[config.mk]
export PLATFORM = sky130hd
export DESIGN_NAME = id_ex_stage
export DESIGN_NICKNAME = d
export VERILOG_FILES = /design/src/rtl/id_ex_stage.sv
export SDC_FILE = /design/constraint.sdc
export NUM_CORES = 1
export LEC_CHECK = 0
export ABC_CLOCK_PERIOD_IN_PS = 2400
export BUFFER_PORTS_ARGS = -buffer_cell sky130_fd_sc_hd__clkbuf_2
export CORE_MARGIN = 3
export CORE_UTILIZATION = 47
export DETAILED_ROUTE_END_ITERATION = 10
export GPL_TIMING_DRIVEN = 0
export PLACE_DENSITY = 0.8
export SLEW_MARGIN = 10
export SYNTH_ARGS = -nofsm -noshare
export SYNTH_HDL_FRONTEND = slang
export SYNTH_SLANG_ARGS = --single-unit
[constraint.sdc]
create_clock -name clk -period 2.4 [get_ports clk]
set_input_delay 0.24 -clock clk [delete_from_list [all_inputs] [get_ports clk]]
set_output_delay 0.24 -clock clk [all_outputs]
set_load 0.01 [all_outputs]
[src/rtl/id_ex_stage.sv]
// Decode stage with ID/EX pipeline register, load-use hazard detection and stall counter.
// Optional write-back bypass into the operand read path is enabled by defining ID_WB_BYPASS_EN.
module id_ex_stage #(
    parameter int DW = 16,
    parameter int AW = 3
) (
    input  logic          clk,
    input  logic          rst,
    input  logic          if_valid,
    input  logic [DW-1:0] if_instr,
    input  logic [DW-1:0] if_pc,
    output logic          if_stall,
    input  logic          flush,
    output logic [AW-1:0] rf_raddr1,
    output logic [AW-1:0] rf_raddr2,
    input  logic [DW-1:0] rf_rdata1,
    input  logic [DW-1:0] rf_rdata2,
    input  logic          wb_we,
    input  logic [AW-1:0] wb_addr,
    input  logic [DW-1:0] wb_data,
    output logic          ex_valid,
    output logic [3:0]    ex_opcode,
    output logic [AW-1:0] ex_rs,
    output logic [AW-1:0] ex_rt,
    output logic [AW-1:0] ex_rd,
    output logic [DW-1:0] ex_op1,
    output logic [DW-1:0] ex_op2,
    output logic [DW-1:0] ex_imm,
    output logic [DW-1:0] ex_pc,
    output logic          ex_we,
    output logic          ex_mem_rd,
    output logic          ex_mem_wr,
    output logic          ex_branch,
    output logic [15:0]   stall_cnt
);

    localparam logic [3:0] OP_RTYPE = 4'd0;
    localparam logic [3:0] OP_ADDI  = 4'd1;
    localparam logic [3:0] OP_LW    = 4'd4;
    localparam logic [3:0] OP_SW    = 4'd5;
    localparam logic [3:0] OP_BEQ   = 4'd6;

    logic [3:0]    opcode;
    logic [AW-1:0] rs, rt, rd;
    logic [DW-1:0] imm;
    logic [DW-1:0] op1, op2;
    logic [AW-1:0] dec_rd;
    logic          dec_we, dec_mem_rd, dec_mem_wr, dec_branch, rt_used;
    logic          load_use;

    assign opcode = if_instr[15:12];
    assign rs     = if_instr[9 +: AW];
    assign rt     = if_instr[6 +: AW];
    assign rd     = if_instr[3 +: AW];
    assign imm    = {{(DW-6){if_instr[5]}}, if_instr[5:0]};

    assign rf_raddr1 = rs;
    assign rf_raddr2 = rt;

    always_comb begin
        dec_we     = 1'b0;
        dec_mem_rd = 1'b0;
        dec_mem_wr = 1'b0;
        dec_branch = 1'b0;
        dec_rd     = '0;
        rt_used    = 1'b0;
        case (opcode)
            OP_RTYPE: begin
                dec_we  = 1'b1;
                dec_rd  = rd;
                rt_used = 1'b1;
            end
            OP_ADDI: begin
                dec_we = 1'b1;
                dec_rd = rt;
            end
            OP_LW: begin
                dec_we     = 1'b1;
                dec_mem_rd = 1'b1;
                dec_rd     = rt;
            end
            OP_SW: begin
                dec_mem_wr = 1'b1;
                rt_used    = 1'b1;
            end
            OP_BEQ: begin
                dec_branch = 1'b1;
                rt_used    = 1'b1;
            end
            default: ;
        endcase
    end

    // r0 is hardwired to zero and wins over any bypassed write-back value
`ifdef ID_WB_BYPASS_EN
    logic byp1, byp2;
    assign byp1 = wb_we && (wb_addr != '0) && (wb_addr == rs);
    assign byp2 = wb_we && (wb_addr != '0) && (wb_addr == rt);
    assign op1  = (rs == '0) ? '0 : (byp1 ? wb_data : rf_rdata1);
    assign op2  = (rt == '0) ? '0 : (byp2 ? wb_data : rf_rdata2);
`else
    logic unused_wb;
    assign unused_wb = ^{wb_we, wb_addr, wb_data};
    assign op1 = (rs == '0) ? '0 : rf_rdata1;
    assign op2 = (rt == '0) ? '0 : rf_rdata2;
`endif

    assign load_use = if_valid && ex_valid && ex_mem_rd && (ex_rd != '0) &&
                      ((ex_rd == rs) || ((ex_rd == rt) && rt_used));
    assign if_stall = rst && !flush && load_use;

    // A stall or flush inserts a bubble; only valid and control bits matter then
    always_ff @(posedge clk or negedge rst) begin
        if (!rst) begin
            ex_valid  <= 1'b0;
            ex_opcode <= '0;
            ex_rs     <= '0;
            ex_rt     <= '0;
            ex_rd     <= '0;
            ex_op1    <= '0;
            ex_op2    <= '0;
            ex_imm    <= '0;
            ex_pc     <= '0;
            ex_we     <= 1'b0;
            ex_mem_rd <= 1'b0;
            ex_mem_wr <= 1'b0;
            ex_branch <= 1'b0;
            stall_cnt <= '0;
        end else begin
            if (flush || if_stall) begin
                ex_valid  <= 1'b0;
                ex_we     <= 1'b0;
                ex_mem_rd <= 1'b0;
                ex_mem_wr <= 1'b0;
                ex_branch <= 1'b0;
            end else begin
                ex_valid  <= if_valid;
                ex_opcode <= opcode;
                ex_rs     <= rs;
                ex_rt     <= rt;
                ex_rd     <= dec_rd;
                ex_op1    <= op1;
                ex_op2    <= op2;
                ex_imm    <= imm;
                ex_pc     <= if_pc;
                ex_we     <= if_valid && dec_we;
                ex_mem_rd <= if_valid && dec_mem_rd;
                ex_mem_wr <= if_valid && dec_mem_wr;
                ex_branch <= if_valid && dec_branch;
            end
            if (if_stall && (stall_cnt != 16'hFFFF)) begin
                stall_cnt <= stall_cnt + 16'd1;
            end
        end
    end

endmodule
# Word-level counts from Yosys, hierarchy flattened
# Index checks and enable logic that the tools add are counted.
# word_totals
register_bits,88
inputBits,88
out_inout_bits,105
elab_cells,57
# classes
n_addsub,1
n_eq_ne,7
mux,13
n_reduce_logical,22
# op_table
op,n
$mux 16,2
$add 16x1->16 const B,1
$ne 16x16->1 const B,1
$eq 4x3->1 const B,3
$logic_and 1x1->1,12
$mux 1,10
$eq 3x3->1,2
$logic_not 3->1,2
$pmux 3 s2,1
$reduce_or 3->1,2
$eq 4x1->1 const B,1
$logic_not 4->1,1
$reduce_bool 3->1,1
$logic_or 1x1->1,2
$reduce_or 2->1,1
$logic_not 1->1,1

# Longest topological paths before layout
# logic_depth
word_depth,9
depth_mapped,8
ltp_nobuf,6

# Worst setup path before layout
# OpenSTA, ideal clock, no wires.
# synth_path
kind,reg2reg
from,register ex_rd[2]
to,register ex_op1[10]
setup_time_ns,0.125
arrival_ns,2.032
required_ns,2.275
path_slack_ns,0.243
path_stages_with_launch,8
n_path_buf,2
synth_period_minus_slack_ns,2.157
cell_sequence,dfrtp_1 > xor2_1 > or4_4 > o21ai_4 > a21oi_2 > buf_6 > buf_6 > mux2_4
# synth_via
elab_chain_len,6
elab_cells_between_ends,9
classes_between,eq/ne (2); reduce/logical (7)
# synth_rtl
element,line,text
"start, declared",25,"output logic [AW-1:0] ex_rd,"
"start signal, assigned",141,ex_rd <= dec_rd;
$eq 3x3->1,109,((ex_rd == rs) || ((ex_rd == rt) && rt_used));
$logic_and 1x1->1,109,
$logic_or 1x1->1,109,
$logic_and 1x1->1 (*),108,assign load_use = if_valid && ex_valid && ex_mem_rd && (ex_rd != '0) &&
$logic_and 1x1->1 (*),110,assign if_stall = rst && !flush && load_use;
$logic_or 1x1->1 (*),130,if (flush || if_stall) begin
"end signal, assigned",142,ex_op1 <= op1;
"end, declared",26,"output logic [DW-1:0] ex_op1,"
# Mark *: on every way between the ends. The rest lies on a longest branch, timed or not.
# A chain may end at the register's enable or synchronous reset.

# Worst setup path in the final report
# layout_path
from,register ex_rd[2]
to,output if_stall
# layout_via
elab_chain_len,5
elab_cells_between_ends,8
classes_between,eq/ne (2); reduce/logical (6)
# layout_rtl
element,line,text
$eq 3x3->1,109,
$logic_and 1x1->1,109,
$logic_or 1x1->1,109,
$logic_and 1x1->1 (*),108,
$logic_and 1x1->1 (*),110,
"end, declared",12,"output logic if_stall,"
# Marked as above.

==> reports/summary.txt <==
number of warnings issued by yosys: 0
final design instance area without fill: 5435 sq um
top_reg_cell synth: sky130_fd_sc_hd__dfrtp_1
number of H-tree levels: 3
Synth async-reset ratio: 100.0%
arrival time of data at the critical path endpoint: 2.05 ns
number of antenna violations at the first check in global routing: 0
sequential element share of the synthesized area: 52.77%
area of the multi-input gates: 1750 sq um
master of the slowest instance on the critical path: sky130_fd_sc_hd__or4_4
leakage power of the design: 2.747 nW
count of endpoints failing hold in the final timing report: 0
kind of path behind the tightest hold check: in2reg
total of fill cells in the finished design: 684
Die Y: 100.2 um
die area: 10050 sq um
TritonCTS Buffers: 9
area taken by flip-flops and latches: 2206 sq um
slack of the worst reg-to-reg path: 0.19 ns
Max Buffers Root-to-Sink: 2
number of distinct standard cells referenced by the synthesized netlist: 36
gate count after technology mapping: 321
number of DRC markers in iteration 0: 74
number of port buffers: 169
DRC Markers: 0
Layout area overhead: 30.25%
cell type with the largest total area after synthesis: sky130_fd_sc_hd__dfrtp_1
maximum resistive drop on vdd: 0.3330 mV
Clock Latency Late Sink: 0.34 ns
placeable core region: 8423 sq um
minimum clock period after layout: 2.293 ns
standard cell area after detailed placement: 5180 sq um
flip-flop and latch count after synthesis: 88
family with the most delay on the worst path: simple AND/OR/NAND/NOR gates
Setup crit end kind: primary output
Final Util: 64.53%
tightest slew margin relative to the limit: 39.75%
count of endpoints failing setup in the final report: 0
Mapped Nets: 410
startpoint-to-endpoint class of the critical path: reg2out
horizontal die dimension: 100.2 um
pin count of the biggest net entering global routing: 50
Peak Freq: 436.0 MHz
top-area cell type share of the netlist area: 52.77%
total instance count after detailed placement: 596
final max-slew violation count: 0
fraction of final layout cells sized beyond drive strength 1: 57.14%
standard-cell rows: 33
setup repair after global routing missed its margin: false
total routed wirelength: 9433 um
global-route wire length before repair: 15370 um
Fin Clk Skew: 0.01832 ns
effective utilization at floorplan: 49.54%
slowest stage delay, CP: 0.52 ns
Required @ worst endpoint: 2.16 ns
Worst-Margin Slew: 0.8969 ns
Routed Antenna Nets: 0
number of diodes added for antenna fixing: 0
setup ws final: 0.1065 ns
cell area power density: 611.6 nW/um^2
type of element launching the critical path: flop
number of maximum-capacitance constraint violations: 0
leading post-synthesis cells by cell area: sky130_fd_sc_hd__dfrtp_1, sky130_fd_sc_hd__mux2_4, sky130_fd_sc_hd__mux2_2, sky130_fd_sc_hd__nor2b_1, sky130_fd_sc_hd__xnor2_1
netlist area before placement: 4173 sq um
Tot GR Track Use: 19.02%
nets@finish: 595
vias in the first global route: 3137
clock edge transition at the registers on the reported setup and hold paths: 0.10 ns
TritonCTS clock tree: yes
mean post-synth cell area: 13.00 sq um
detailed placement HPWL: 7163 um
total I/O pin count: 193
root buffer selected by CTS: sky130_fd_sc_hd__clkbuf_8
number of detailed-routing iterations run before antenna repair: 4
buffering stage count on the worst path with inverters included: 2
TritonCTS sink count: 88
post-placement worst setup slack: -0.2160 ns
final period utilization: 95.56%
status: finished, final reports clean
most used standard cell by instance count after synthesis: sky130_fd_sc_hd__dfrtp_1
via count: 3057
final-layout setup total negative slack: 0 ns
crit path max fanout: 6
Post-Layout Cell Count: 616
crit path cell chain: xor2_1 > or4_4 > o21ai_4 > and2_0 > buf_2 > clkbuf_2
Post-synth EDFFs: 0
detail-routed via count per cell: 4.963
ranking of synthesized cells by instance count: sky130_fd_sc_hd__dfrtp_1, sky130_fd_sc_hd__mux2_2, sky130_fd_sc_hd__nor2b_1
wire length per cell: 15.31 um
placer congestion estimate: 0.7935
GRT overflow: 0
## kinds of logic after synthesis
group           after synthesis  synth area share, %
buf+inv                      34                5.367
xor+xnor                     22                4.618
fa+ha+maj                     1               0.2998
flops                        88                52.77
simple gates                 99                13.94
mux                          72                22.04
compound gates                5               0.9596
## path summary, 6_finish.rpt
path	start	endpoint	depth (start not counted)
hold / removal	if_pc[5]	ex_pc[5]	2
min in group asynchronous	rst	stall_cnt[11]	3
max in group asynchronous	rst	ex_rd[2]	3
setup reg to reg	ex_rd[2]	stall_cnt[15]	7
setup / recovery	ex_rd[2]	if_stall	6
hold reg to reg	stall_cnt[9]	stall_cnt[9]	1
## power breakdown
part,switching [W],internal [W]
registers,0.0000703,0.00160
logic,0.000294,0.000345
clock network,0.000528,0.000486
total,0.000893,0.00243
## sequential cells by signal, summed over array words and instances (netlist names), 3 cells and up
signal / flops
ex_op1: 16
ex_op2: 16
ex_pc: 16
stall_cnt: 16
ex_imm: 6
ex_opcode: 4
ex_rd: 3
ex_rs: 3
ex_rt: 3
## routing by layer
layer / wire length [um] / vias up / global-route usage [%]
met5: 0 / - / 0
met4: 113 / 0 / 5.699
met1: 3971 / 1486 / 24.50
li1: - / 1461 / -
met2: 4787 / 101 / 32.52
met3: 560 / 9 / 3.683
## repair_timing
action,CTS,global route
gates resized for setup,3,4
buffers inserted,1,1
pin swaps,1,0
hold buffers,2,0
endpoints found under the hold margin,39,0
endpoints found under the setup margin,1,1
## through the flow
step / total power [W] / hold WS [ns]
CTS: 0.003370 / 0.1041
global placement: 0.002311 / 0.4730
floorplan: 0.002042 / -0.05559
detailed placement: 0.002340 / 0.3015
finish: 0.003324 / 0.1204
global route: 0.003491 / 0.1075
## area by class of cell
type / count / area share [%]
flip-flops and latches: 88 / 40.58
multi-input cells: 199 / 32.21
repair buffers: 174 / 17.06
plain buffers: 32 / 4.006
well taps: 105 / 2.417
clock buffers: 10 / 2.348
clock inverters: 6 / 1.243
inverters: 2 / 0.1381
## placed cells by master (no fill, tap or decap), types with 10 or more instances in the layout
cell	instances
sky130_fd_sc_hd__clkbuf_2	168
sky130_fd_sc_hd__dfrtp_1	85
sky130_fd_sc_hd__mux2_2	39
sky130_fd_sc_hd__nor2b_1	33
sky130_fd_sc_hd__mux2_4	30
sky130_fd_sc_hd__xnor2_1	18
sky130_fd_sc_hd__buf_4	18
sky130_fd_sc_hd__nand3_1	12
sky130_fd_sc_hd__clkbuf_8	10
## worst register-to-register path: cells and delay by family (launching register included)
family / cells / cell delay (ns)
simple gates: 2 / 0.70
buf+inv: 2 / 0.50
flops: 1 / 0.44
xor+xnor: 2 / 0.31
compound gates: 1 / 0.16
Power figures use the tool's default switching activity.
